[config.mk]
export PLATFORM = sky130hd
export DESIGN_NAME = cp0_intc
export DESIGN_NICKNAME = d
export VERILOG_FILES = /design/src/rtl/cp0_intc.sv
export SDC_FILE = /design/constraint.sdc
export NUM_CORES = 1
export LEC_CHECK = 0
export BUFFER_PORTS_ARGS = -buffer_cell sky130_fd_sc_hd__buf_2
export CAP_MARGIN = 20
export CORE_ASPECT_RATIO = 1.75
export CORE_UTILIZATION = 49
export CTS_CLUSTER_DIAMETER = 80
export CTS_CLUSTER_SIZE = 24
export DETAILED_ROUTE_END_ITERATION = 10
export PLACE_DENSITY = 0.85
export SLEW_MARGIN = 30
export SYNTH_ARGS = -nofsm -noshare
export SYNTH_HDL_FRONTEND = slang
export SYNTH_SLANG_ARGS = --single-unit
[constraint.sdc]
create_clock -name clk -period 3.95 [get_ports clk]
set_input_delay 0.79 -clock clk [delete_from_list [all_inputs] [get_ports clk]]
set_output_delay 0.79 -clock clk [all_outputs]
set_load 0.05 [all_outputs]
[src/rtl/cp0_intc.sv]
// CP0 interrupt controller: STATUS/CAUSE/EPC, per-line sync and edge capture,
// fixed-priority arbitration (lowest index wins) and a req/ack handshake with the pipeline.
// Optional COUNT/COMPARE timer is enabled by defining CP0_TIMER_EN.
module cp0_intc #(
  parameter int unsigned NUM_IRQ       = 8,
  parameter logic [7:0]  EDGE_MASK     = 8'h00,
  parameter logic [31:0] VECTOR_BASE   = 32'h0000_0180,
  parameter logic [31:0] VECTOR_STRIDE = 32'h0000_0020
) (
  input  logic               clk,
  input  logic               rst,
  input  logic [NUM_IRQ-1:0] irq_i,
  input  logic               cp0_wen_i,
  input  logic [4:0]         cp0_addr_i,
  input  logic [31:0]        cp0_din_i,
  output logic [31:0]        cp0_dout_o,
  output logic               irq_req_o,
  input  logic               irq_ack_i,
  input  logic [31:0]        epc_in_i,
  output logic [31:0]        irq_vector_o,
  output logic [2:0]         irq_id_o,
  input  logic               eret_i,
  output logic [31:0]        epc_out_o
);

  localparam logic [NUM_IRQ-1:0] EdgeMsk = EDGE_MASK[NUM_IRQ-1:0];

  typedef enum logic [1:0] {StIdle, StReq, StServ} state_e;

  state_e             state_q;
  logic               irq_req_q;
  logic [2:0]         irq_id_q;
  logic [NUM_IRQ-1:0] sync1_q, sync2_q, hist_q;
  logic [NUM_IRQ-1:0] ip_q, ip_d;
  logic [NUM_IRQ-1:0] im_q, im_d;
  logic               ie_q, ie_d, exl_q, exl_d;
  logic [31:0]        epc_q, epc_d;
  logic [NUM_IRQ-1:0] pend, act, w1c, rise;
  logic [7:0]         act_ext;
  logic [2:0]         win;
  logic               cond, ack_fire, eret_fire;
  logic               wr_status, wr_cause, wr_epc;

  assign wr_status = cp0_wen_i && (cp0_addr_i == 5'd12);
  assign wr_cause  = cp0_wen_i && (cp0_addr_i == 5'd13);
  assign wr_epc    = cp0_wen_i && (cp0_addr_i == 5'd14);
  assign ack_fire  = irq_ack_i & irq_req_q;
  // ERET is ignored while a request is outstanding
  assign eret_fire = eret_i & ~irq_req_q;

`ifdef CP0_TIMER_EN
  logic [31:0] count_q, count_d, compare_q, compare_d;
  logic        ti_q, ti_d;

  // Timer next state: software writes override the free-running increment
  always_comb begin
    count_d   = (cp0_wen_i && cp0_addr_i == 5'd9) ? cp0_din_i : count_q + 32'd1;
    compare_d = (cp0_wen_i && cp0_addr_i == 5'd11) ? cp0_din_i : compare_q;
    ti_d      = (cp0_wen_i && cp0_addr_i == 5'd11) ? 1'b0 : (ti_q | (count_q == compare_q));
  end

  // Timer state
  always_ff @(posedge clk or posedge rst) begin
    if (rst) begin
      count_q   <= '0;
      compare_q <= 32'hFFFF_FFFF;
      ti_q      <= 1'b0;
    end else begin
      count_q   <= count_d;
      compare_q <= compare_d;
      ti_q      <= ti_d;
    end
  end
`endif

  // Pending lines as seen by the arbiter (timer folds into the top line)
  always_comb begin
    pend = ip_q;
`ifdef CP0_TIMER_EN
    pend[NUM_IRQ-1] = ip_q[NUM_IRQ-1] | ti_q;
`endif
  end

  assign act     = pend & im_q;
  assign act_ext = 8'(act);
  assign cond    = ie_q & ~exl_q & (|act);

  // Fixed priority: scan downwards so the lowest active index is left in win
  always_comb begin
    win = '0;
    for (int i = NUM_IRQ - 1; i >= 0; i--) begin
      if (act[i]) win = 3'(i);
    end
  end

  // Edge lines: sticky on synced rise, W1C; a coincident rise keeps the bit set
  always_comb begin
    rise = sync2_q & ~hist_q;
    w1c  = wr_cause ? (cp0_din_i[8 +: NUM_IRQ] & EdgeMsk) : '0;
    ip_d = (EdgeMsk & ((ip_q & ~w1c) | rise)) | (~EdgeMsk & sync2_q);
  end

  // STATUS/EPC next state: software write, then ERET, then acknowledge (ack forces EXL)
  always_comb begin
    ie_d  = wr_status ? cp0_din_i[0] : ie_q;
    exl_d = wr_status ? cp0_din_i[1] : exl_q;
    im_d  = wr_status ? cp0_din_i[8 +: NUM_IRQ] : im_q;
    epc_d = wr_epc ? cp0_din_i : epc_q;
    if (eret_fire) exl_d = 1'b0;
    if (ack_fire) begin
      exl_d = 1'b1;
      epc_d = epc_in_i;
    end
  end

  // Synchroniser, edge history, pending and CP0 register state
  always_ff @(posedge clk or posedge rst) begin
    if (rst) begin
      sync1_q <= '0;
      sync2_q <= '0;
      hist_q  <= '0;
      ip_q    <= '0;
      im_q    <= '0;
      ie_q    <= 1'b0;
      exl_q   <= 1'b0;
      epc_q   <= '0;
    end else begin
      sync1_q <= irq_i;
      sync2_q <= sync1_q;
      hist_q  <= sync2_q;
      ip_q    <= ip_d;
      im_q    <= im_d;
      ie_q    <= ie_d;
      exl_q   <= exl_d;
      epc_q   <= epc_d;
    end
  end

  // Request FSM; the request is withdrawn if the held line stops being eligible
  always_ff @(posedge clk or posedge rst) begin
    if (rst) begin
      state_q   <= StIdle;
      irq_req_q <= 1'b0;
      irq_id_q  <= '0;
    end else begin
      unique case (state_q)
        StIdle: begin
          if (cond) begin
            irq_req_q <= 1'b1;
            irq_id_q  <= win;
            state_q   <= StReq;
          end
        end
        StReq: begin
          if (ack_fire) begin
            irq_req_q <= 1'b0;
            state_q   <= StServ;
          end else if (!cond || !act_ext[irq_id_q]) begin
            irq_req_q <= 1'b0;
            state_q   <= StIdle;
          end
        end
        StServ: begin
          if (eret_i || !exl_q) state_q <= StIdle;
        end
        default: begin
          irq_req_q <= 1'b0;
          state_q   <= StIdle;
        end
      endcase
    end
  end

  // mfc0 read mux
  always_comb begin
    cp0_dout_o = '0;
    unique case (cp0_addr_i)
      5'd12: begin
        cp0_dout_o[0]           = ie_q;
        cp0_dout_o[1]           = exl_q;
        cp0_dout_o[8 +: NUM_IRQ] = im_q;
      end
      5'd13: begin
        cp0_dout_o[8 +: NUM_IRQ] = pend;
`ifdef CP0_TIMER_EN
        cp0_dout_o[30] = ti_q;
`endif
      end
      5'd14: cp0_dout_o = epc_q;
`ifdef CP0_TIMER_EN
      5'd9:  cp0_dout_o = count_q;
      5'd11: cp0_dout_o = compare_q;
`endif
      default: cp0_dout_o = '0;
    endcase
  end

  assign irq_req_o    = irq_req_q;
  assign irq_id_o     = irq_id_q;
  assign irq_vector_o = VECTOR_BASE + 32'(irq_id_q) * VECTOR_STRIDE;
  assign epc_out_o    = epc_q;

endmodule

* Word level (Yosys, flattened, before mapping)
Cells that the tools add are included.
Word-level totals: memory bits (writable) 0, bits in latches 0, word-level logic and storage cells 70, bits in registers 72, memories 0, input bits 82, output and inout port bits 100, ROM bits 0
Cells by class: add/sub/neg operators 1, muxes and demuxes 28, reduce and logical (&&, ||, !) cells 14, multipliers 0, bitwise logic cells 8, divide/modulo/power cells 0, $lt $le $gt $ge 1, eq/ne operators 8, shift operators 0
Operator list (number):
- 2-to-1 mux 32 bit | 2
- 2-to-1 mux 3 bit | 8
- one-hot mux 8 bit (3 select lines) | 1
- 2-to-1 mux 16 bit | 1
- equality test 5 x 4 -> 1 bit (second input constant) | 3
- adder 9 x 8 -> 10 bit (first input constant) | 1
- AND 8 bit | 1
- 2-to-1 mux 2 bit | 4
- OR reduction 8 bit | 1
- 2-to-1 mux 1 bit | 7
- 2-to-1 mux 6 bit | 1
- one-hot mux 2 bit (3 select lines) | 1
- AND reduction 3 bit | 2
- AND 1 bit | 4
- < comparator 3 x 4 -> 1 bit (second input constant) | 1
- != test 2 bit (second input constant) | 2
- one-hot mux 2 bit (2 select lines) | 1
- binary-select mux 1 bit (select 3 bit) | 1
- logical NOT 1 bit | 3
- != test 3 bit (second input constant) | 1
- NOT 1 bit | 3
- one-hot mux 1 bit (3 select lines) | 1
- nonzero test 3 bit | 1
- equality test 2 x 1 -> 1 bit (second input constant) | 1
- other kinds (6) | 8

* Logic depth before layout (Yosys ltp)
depth in word-level cells 9, depth in mapped cells 6, mapped depth without buffers 4

* Least setup slack after synthesis
No wires, ideal clock.
path type input port to output port, from in cp0_addr_i[1], to out cp0_dout_o[10], path buffers 1, required time 3.160 ns, stages on the path 3, path slack 0.945 ns, data arrival time 2.215 ns, path through nand4bb_1 buf_2 o21ai_0
Between the ends: cells in the longest elaborated chain, start to end 2, elaborated cells on any way between the ends 4, classes of those cells 3 x eq/ne; 1 x mux
RTL lines:
- start: declaration | line 14 | input logic [4:0] cp0_addr_i,
- equality test 5 x 4 -> 1 bit | line 177 | unique case (cp0_addr_i)
- one-hot mux 8 bit (3 select lines) (*) | line 177
- end: declaration | line 16 | output logic [31:0] cp0_dout_o,
Every way passes the cells marked *; elsewhere a longest branch is shown, timed or not.

* Worst setup path in the final report
from in cp0_addr_i[4], to out cp0_dout_o[14]
Same word-level chain as after synthesis.

==> run summary <==
CP max stage cell -> and2_1
Max VDD drop -> 0.3832 mV
Synth-to-Final Area Change -> 28.92%
Die Area -> 7625 sq um
Critical Path End Type -> output port
Synth cell types -> 35
Worst R2R Start -> irq_req_o
crit path from -> cp0_addr_i[4]
fin nets -> 562
vias per cell -> 5.190
starting density of the core -> 0.5119
CP Buf/Inv Count -> 3
Slew HR -> 0.5310
post-synthesis instance total -> 334
fmax -> 324.4 MHz
fill cell count -> 552
CP max stage delay -> 0.48 ns
total track usage -> 0.2423
htree depth -> 3
Max Root-Sink Buffers -> 2
post-route cell area -> 4591 sq um
layout cell share with drive strength beyond 1 -> 0.3938
status -> completed
post-synth top area share -> 0.5060
antenna cells -> 0
die width -> 66.44 um
Simple-Gate Fraction of Synth Area -> 0.1275
Yosys warnings -> 0
Yosys top cell by area -> dfrtp_1
total wire length -> 8.931 mm
Synth top cells by count -> 72 x dfrtp_1, 53 x nand2_1, 44 x o21ai_0
CP Launch Type -> input port
Post-route DRC -> 0
crit path kind -> in -> out
EDFF count, synth -> 0
initial antenna violation count -> 0
CP arrival -> 2.29 ns
Tightest Hold Check Type -> reg -> reg
Setup Skew -> 0.005068 ns
largest family of logic cells by synthesized area -> multiplexers
mux share of post-synthesis cell area -> 0.1708
Worst Path Max Fanout -> 24
R2R cell count -> 4
clk_lat worst skew -> 0.33 ns
IO Count -> 182
unrepaired setup endpoints after global routing -> no
drt wl/cell -> 15.70 um
HPWL after DPL -> 6.456 mm
register bit count reported by yosys -> 72
Sink Count -> 72
CTS clk-pin slew, worst paths -> 0.06 ns
Avg Cell Area, Syn -> 10.66 sq um
chip height -> 114.8 um
Rows -> 40
Post-DRT Antenna Nets -> 0
total grt overflow -> 0
Maximum Capacitance Violations -> 0
Post-CTS Setup Repair Bufs -> 0
Area contributors post-synth -> dfrtp_1 51%, mux2i_1 12%, buf_4 6.5%
final worst-path cycle share -> 0.7803
Primary FF master, synth -> dfrtp_1
total CTS buffers -> 9
DP Area -> 4259 sq um
Slew Limit Fails -> 0
CP Cell Sequence -> buf_2, and3b_1, buf_4, and2_1, nand2_1, o21ai_0, buf_2
Period minus WS final -> 3.082 ns
static leakage -> 2.506 nW
vias in the first global route -> 2837
Mapped Area -> 3561 sq um
worst-margin pin slew -> 0.7025 ns
Synth Area in XOR/XNOR -> 0
total number of vias -> 2953
total core area -> 6957 sq um
post_cts resized -> 0
Adder-Cell Fraction of Synth Area -> 0
final hold violations -> 0
CTS Hold Bufs -> 0
PortBufs -> 154
Seq/Total Area, Yosys -> 0.5060
Synth Area in Compound Gates -> 0.09979
RePlAce Congestion -> 0.8592
CTS tree -> done
PD cells -> 774.3 nW/um^2
ys async rst share -> 1.000
Iter 0 DRT Violations -> 244
cell with the most instances after synthesis -> dfrtp_1
CP required -> 3.16 ns
WP depth -> 7
largest net degree at the start of global routing -> 47
DRT Pass-1 Iters -> 4
capturing point of the worst reg2reg path -> epc_out_o[5]
R2R Setup Slk -> 2.01 ns
worst setup path end -> cp0_dout_o[14]
clock root buffer -> clkbuf_16
first-pass GRT wire length -> 13.46 mm
Largest delay share family, worst path -> simple AND/OR/NAND/NOR gates
setup tns final -> 0 ns
Top cell by count, worst path -> buf_2
Final Setup Violations -> 0
[cell usage in the layout, fill, tap and decap left out, types with 2 or more instances in the layout]
cell         n
dfrtp_1     72
o21ai_0     44
mux2_4       8
conb_1      27
o31ai_1      3
mux2_2       2
buf_2      154
mux2i_1     42
inv_1        3
clkbuf_8     2
nand2_1     53
buf_4        5
and3_1      22
mux4_2       2
clkbuf_16    9
a22o_1       6
nor2_1       5
nand3_1      2
bufinv_16    2
clkinv_2     2
[per-layer routing]
layer | up-vias | wire length [um] | GRT usage
met3 | 13 | 456 | 0.03869
li1 | 1393 | - | -
met1 | 1421 | 3354 | 0.2607
met2 | 126 | 4934 | 0.4442
met5 | - | 0 | 0
met4 | 0 | 185 | 0.1220
[metrics by stage]
| step | std cells | hold slack, ns | power [mW] | util | setup slack [ns] |
|---|---|---|---|---|---|
| floorplan | 360 | 0.3312 | 2.337 | - | 0.9451 |
| global placement | 553 | 0.3326 | 2.632 | 0.6122 | 0.9549 |
| detailed placement | 553 | 0.3347 | 2.680 | 0.6122 | 0.9082 |
| CTS | 569 | 0.3465 | 3.570 | 0.6599 | 0.9062 |
| global route | 569 | 0.3556 | 3.719 | 0.6599 | 0.7734 |
| finish | 569 | 0.3426 | 3.555 | 0.6599 | 0.8676 |
[flip-flops by register name, summed over array words and instances, names as in the netlist]
register and count:
irq_id_o 3, epc_out_o 32, exl_q 1, ie_q 1, state_q 2, ip_q 8, sync1_q 8, im_q 8
irq_req_o 1, ip_d 8
[cells by family (layout without fill, tap and decap cells)]
kind of cell	after synthesis	count (layout)
mux	54	54
simple gates	93	93
other cells	1	27
compound gates	60	60
buf+inv	54	179
flops	72	72
[layout make-up]
type / instances / area [sq um] / share of cell area
clock buffers: 11 / 252.7 / 0.05506
clock inverters: 5 / 78.83 / 0.01717
inverters: 4 / 15.01 / 0.003271
multi-input cells: 234 / 1529 / 0.3331
flip-flops and latches: 72 / 1802 / 0.3925
well taps: 84 / 105.1 / 0.02289
repair buffers: 159 / 808.3 / 0.1761
[worst min path at each step]
stage / startpoint / end / slack, ns / cells after the start
2_1_floorplan: sync1_q[0] / ip_d[0] / 0.33 / 0
3_3_place_gp: ip_d[6] / ip_q[6] / 0.33 / 0
3_5_place_dp: sync1_q[2] / ip_d[2] / 0.33 / 0
4_1_cts: ip_d[5] / ip_q[5] / 0.35 / 0
5_1_grt: ip_d[6] / ip_q[6] / 0.36 / 0
6_report: ip_d[5] / ip_q[5] / 0.34 / 0
[power breakdown]
group | internal [mW] | switching [mW] | total [mW] | leakage [nW]
combinational | 0.383 | 1.15 | 1.53 | 1.46
clock | 0.585 | 0.295 | 0.880 | 0.165
sequential | 0.952 | 0.190 | 1.14 | 0.883
No activity file was read; power rests on OpenSTA's default activity.
